--- src/rtl/prog_pkg.sv ---
// prog_pkg: shared state encoding, halt opcode and default sizes for the program memory controller
package prog_pkg;
  localparam int DEF_ADDR_W = 4;
  localparam int DEF_DATA_W = 8;
  localparam int DEF_DEPTH = 16;
  localparam logic [7:0] HALT_OP = 8'hFF;
  typedef enum logic [2:0] {IDLE, LOAD, RD_REQ, RD_WAIT, HOLD, HALT} state_t;
endpackage

--- src/rtl/prog_fetch_ctrl.sv ---
// prog_fetch_ctrl: loads a program into prog_mem and fetches instructions to the decoder over valid/ready with jump and halt
module prog_fetch_ctrl
  import prog_pkg::*;
#(
  parameter int ADDR_W = DEF_ADDR_W,
  parameter int DATA_W = DEF_DATA_W,
  parameter int DEPTH = DEF_DEPTH
) (
  input  logic              clk,
  input  logic              rstn,
  input  logic              load_start,
  input  logic              load_valid,
  input  logic [DATA_W-1:0] load_data,
  input  logic              load_last,
  output logic              load_ready,
  input  logic              fetch_start,
  input  logic [ADDR_W-1:0] fetch_addr,
  input  logic              jump_valid,
  input  logic [ADDR_W-1:0] jump_addr,
  output logic              instr_valid,
  input  logic              instr_ready,
  output logic [DATA_W-1:0] instr,
  output logic [ADDR_W-1:0] instr_pc,
  output logic              wr_enable,
  output logic              rd_enable,
  output logic [ADDR_W-1:0] addr,
  output logic [DATA_W-1:0] acc_data,
  input  logic [DATA_W-1:0] rd_data,
  output logic              busy,
  output logic              done,
  output logic              err
);
  state_t state, state_n;
  logic [ADDR_W-1:0] pc, pc_n, addr_n, ipc_n;
  logic [ADDR_W:0] wptr, wptr_n;
  logic [DATA_W-1:0] acc_n, instr_n;
  logic fin, fin_n, lr_n, iv_n, wr_n, rd_n, done_n, err_n, jmp, full;
  assign jmp = jump_valid && (state == RD_REQ || state == RD_WAIT || state == HOLD);
  assign full = wptr == (ADDR_W + 1)'(DEPTH);
  always_comb begin
    state_n = state;
    pc_n = pc;
    wptr_n = wptr;
    fin_n = 1'b0;
    lr_n = 1'b0;
    iv_n = 1'b0;
    wr_n = 1'b0;
    rd_n = 1'b0;
    addr_n = addr;
    acc_n = acc_data;
    instr_n = instr;
    ipc_n = instr_pc;
    done_n = done;
    err_n = err;
    case (state)
      IDLE, HALT: begin
        if (load_start) begin
          err_n = 1'b0;
          done_n = 1'b0;
          wptr_n = '0;
          lr_n = 1'b1;
          state_n = LOAD;
        end else if (fetch_start) begin
          pc_n = fetch_addr;
          done_n = 1'b0;
          rd_n = 1'b1;
          addr_n = fetch_addr;
          state_n = RD_REQ;
        end
      end
      LOAD: begin
        if (fin) state_n = IDLE;
        else begin
          lr_n = 1'b1;
          if (load_valid && load_ready) begin
            if (full) err_n = 1'b1;
            else begin
              wr_n = 1'b1;
              addr_n = wptr[ADDR_W-1:0];
              acc_n = load_data;
              wptr_n = wptr + 1'b1;
            end
            // a dropped last byte has no write cycle to wait for
            if (load_last) begin
              lr_n = 1'b0;
              fin_n = !full;
              state_n = full ? IDLE : LOAD;
            end
          end
        end
      end
      RD_REQ: state_n = RD_WAIT;
      RD_WAIT: begin
        instr_n = rd_data;
        ipc_n = pc;
        iv_n = 1'b1;
        state_n = HOLD;
      end
      HOLD: begin
        iv_n = !(instr_valid && instr_ready);
        if (instr_valid && instr_ready) begin
          if (instr == DATA_W'(HALT_OP)) begin
            done_n = 1'b1;
            state_n = HALT;
          end else begin
            pc_n = pc + 1'b1;
            rd_n = 1'b1;
            addr_n = pc + 1'b1;
            state_n = RD_REQ;
          end
        end
      end
      default: state_n = IDLE;
    endcase
    // a redirect overrides whatever the fetch pipeline was doing, including stale read data
    if (jmp) begin
      pc_n = jump_addr;
      rd_n = 1'b1;
      addr_n = jump_addr;
      iv_n = 1'b0;
      instr_n = instr;
      ipc_n = instr_pc;
      done_n = done;
      state_n = RD_REQ;
    end
  end
  always_ff @(posedge clk) begin
    if (rstn) begin
      state <= IDLE;
      pc <= '0;
      wptr <= '0;
      fin <= 1'b0;
      load_ready <= 1'b0;
      instr_valid <= 1'b0;
      instr <= '0;
      instr_pc <= '0;
      wr_enable <= 1'b0;
      rd_enable <= 1'b0;
      addr <= '0;
      acc_data <= '0;
      busy <= 1'b0;
      done <= 1'b0;
      err <= 1'b0;
    end else begin
      state <= state_n;
      pc <= pc_n;
      wptr <= wptr_n;
      fin <= fin_n;
      load_ready <= lr_n;
      instr_valid <= iv_n;
      instr <= instr_n;
      instr_pc <= ipc_n;
      wr_enable <= wr_n;
      rd_enable <= rd_n;
      addr <= addr_n;
      acc_data <= acc_n;
      busy <= state_n != IDLE && state_n != HALT;
      done <= done_n;
      err <= err_n;
    end
  end
endmodule

--- config.mk ---
export PLATFORM = sky130hd
export DESIGN_NAME = prog_fetch_ctrl
export DESIGN_NICKNAME = d
export VERILOG_FILES = /design/src/rtl/prog_pkg.sv /design/src/rtl/prog_fetch_ctrl.sv
export SDC_FILE = /design/constraint.sdc
export NUM_CORES = 1
export LEC_CHECK = 0
export CORE_AREA = 3 3 61 105
export DETAILED_ROUTE_END_ITERATION = 12
export DIE_AREA = 0 0 64 108
export HOLD_SLACK_MARGIN = 0.1
export PLACE_DENSITY_LB_ADDON = 0.3
export SYNTH_ARGS = -nofsm -noshare
export SYNTH_HDL_FRONTEND = slang
export SYNTH_SLANG_ARGS = --single-unit
export TNS_END_PERCENT = 5
--- constraint.sdc ---
create_clock -name clk -period 2.25 [get_ports clk]
set_input_delay 0.3375 -clock clk [delete_from_list [all_inputs] [get_ports clk]]
set_output_delay 0.3375 -clock clk [all_outputs]
set_load 0.05 [all_outputs]
==> flow_summary.toml <==
[status]
outcome = "finished, final reports clean"

[critical_path]
crit_path_end_kind = "flop"
worstPathRequired_ns = 2.42
cp_top_family = "simple AND/OR/NAND/NOR gates"
criticalPathCategory = "flop to flop"
crit_arrival_ns = 2.03
path_cells = "inv_1 -> ha_1 -> and4bb_1 -> nor4_4 -> buf_4 -> a21oi_1 -> o211ai_2 -> xnor2_1 -> o22ai_1"
rr_startpoint = "wptr[0]"
startpoint_type = "flop"
slowest_stage = "dfxtp_1"
critPathLaunch = "wptr[0]"
slowest_delay_ns = 0.37
crit_fanout = 4
cp.buffers_inverters = 2
rrSetupSlack_ns = 0.39

[final_layout]
design_area_um2 = 3080
syn_to_final_growth_pct = 39.9
drive_above_1_share_pct = 8.70
n_antenna_cell = 0
fin_nets = 379

[floorplan]
core-area_um2 = 5630
die_area_um2 = 6910
die_w_um = 64
row_count = 36
start_util_pct = 39.1
io_pins = 63
die_y_um = 108

[pwr]
power.leakage_nw = 1.08
power_density_nw_per_um2 = 671
ir_drop_uv = 356

[synthesis]
synth_enable_flop_cells = 0
syn_inst = 276
ys_warn_count = 0
yosysSeqAreaShare_pct = 40.0
async_flop_share_pct = 0
synth_cell_type_count = 47
synth_flop_cell = "dfxtp_1"
syn-cell-area_um2 = 2200
ys_seq_elements = 44
synth_fp_nets = 311
syn_avg_cell_area_um2 = 7.98

[timing]
fin_crit_sh_pct = 82.5
min_period_ns = 1.86
fin_setup_tns_ns = 0
slew_headroom_pct = 65.5
rsz0062_at_grt = "no"
maxSlewViolCount = 0
hold_viol = 0
worstMarginPinSlew_ns = 0.516
clock_skew_ns = 0.00751
max_freq_ghz = 0.538
setup_viol = 0

[clock_network]
cts_buffer_depth = 2
cts_buffers = 5
cts_num_sinks = 44
cts_tree = "built"
clock_latency_ns = 0.30
cts_htree_levels = 2
cts.repair.resized = 0
post_cts_buffers = 0
root_buffer = "clkbuf_8"
clk_pin_slew_ns = 0.09
cts_hold_buffers = 0

[placed_design]
io_buffers = 62
routabilityCongestion = 0.833
placed_area_um2 = 2960
dp_hpwl_um = 4470

[global_route]
overflow = 0
antenna_found_initial = 0
grt_pass1_vias = 2160
grt_max_degree = 24
grt_pass1_wl_um = 9850
grt.total_usage_pct = 18.0

[routing]
wire_per_inst_um = 13.8
drtIter0Drc = 87
drt_drc_violations_left = 0
vias = 2142
drt-vias-per-instance = 5.09
ant_nets = 0
routed_wl_um = 5830
drt_first_pass_iters = 4

[run]
cap_violations = 0

[worst_hold_path]
min-delay-start = "instr_pc[3]"
hold_class = "flop to flop"
-- worst register-to-register path, delay by kind of cell (launching register included) --
family                     cells  cell delay (ns)
and+or+nand+nor                2             0.50
DFF                            1             0.37
buffers and inverters          2             0.27
AOI/OAI and AO/OA              3             0.25
adders and majority gates      1             0.19
xor gates and xnor gates       1             0.14
-- cell usage after synthesis, types with 5 or more instances --
cell      count  area (µm²)
dfxtp_1      44         881
nor2_1       36         135
nand2_1      33         124
a21oi_1      29         145
nor3_1       12        60.1
o21ai_0      11        55.1
clkbuf_1     10        37.5
mux2i_1      10         100
nand2b_1     10        62.6
nor2b_1       8        50.1
inv_1         5        18.8
nand3_1       5        25.0
-- final timing paths --
| path | end | cells past startpoint |
|---|---|---|
| setup reg to reg | busy | 9 |
| hold / removal | instr_pc[3] | 2 |
| setup / recovery | busy | 9 |
| hold reg to reg | instr_pc[3] | 2 |
-- through the flow --
stage / hold slack, ns / total power [mW] / util [%] / std cells / setup slack (ns)
after floorplan: 0.458 / 1.23 / - / 276 / 0.457
after global placement: 0.445 / 1.42 / 52.5 / 413 / 0.308
after detailed placement: 0.447 / 1.42 / 52.5 / 413 / 0.281
after CTS: 0.459 / 2.09 / 54.8 / 421 / 0.365
after global routing: 0.487 / 2.17 / 54.8 / 421 / 0.200
final: 0.458 / 2.07 / 54.8 / 421 / 0.393
-- cells in the final DEF (no fill, tap or decap), types with 3 or more instances in the layout --
| cell type | count |
|---|---|
| dfxtp_1 | 44 |
| clkbuf_8 | 7 |
| a22oi_1 | 3 |
| nand2b_1 | 10 |
| ha_1 | 3 |
| o21ai_0 | 11 |
| mux2i_1 | 10 |
| nor3_1 | 12 |
| inv_1 | 5 |
| clkdlybuf4s50_1 | 62 |
| a31oi_1 | 4 |
| nand4_1 | 4 |
| buf_4 | 13 |
| nor2_1 | 36 |
| nor2b_1 | 8 |
| xor2_1 | 4 |
| o21a_1 | 4 |
| a21oi_1 | 29 |
| nand2_1 | 33 |
| o221ai_1 | 3 |
| nand3_1 | 5 |
-- final cells by class --
type | count | area, µm²
clock buffers | 7 | 96.3
clock inverters | 1 | 30.0
fillers | 530 | 2550
inverters | 7 | 26.3
multi-input cells | 211 | 1240
flip-flops and latches | 44 | 881
well taps | 76 | 95.1
repair buffers | 75 | 718
-- layer usage --
| layer | global-route usage, % | share of wire [%] | up-vias |
|---|---|---|---|
| met5 | 0 | 0 | - |
| met4 | 7.73 | 1.9 | 0 |
| met3 | 3.64 | 4.7 | 8 |
| met2 | 34.0 | 54 | 59 |
| met1 | 18.7 | 39 | 973 |
| li1 | - | - | 1102 |
-- flip-flops by register name (all words and copies together) (netlist names) --
register / flops
pc: 4
instr_valid: 1
state: 3
acc_data: 8
instr: 8
wr_enable: 1
done: 1
instr_pc: 4
rd_enable: 1
wptr: 5
load_ready: 1
fin: 1
busy: 1
err: 1
addr: 4
-- report_power, final --
group	internal, mW	switching [mW]	total [mW]
combinational	0.229	0.322	0.551
clock	0.392	0.272	0.664
sequential	0.823	0.0304	0.854
-- cell families after synthesis --
kind of cell	Yosys count	synth area share, %
XOR/XNOR	6	2.38
buffers and inverters	21	3.92
AND/OR/NAND/NOR	119	26.5
AO/OA/AOI/OAI	73	21.0
adder cells (fa/ha/maj)	3	1.70
multiplexers	10	4.54
flip-flops	44	40.0
(Power assumes the default switching activity.)
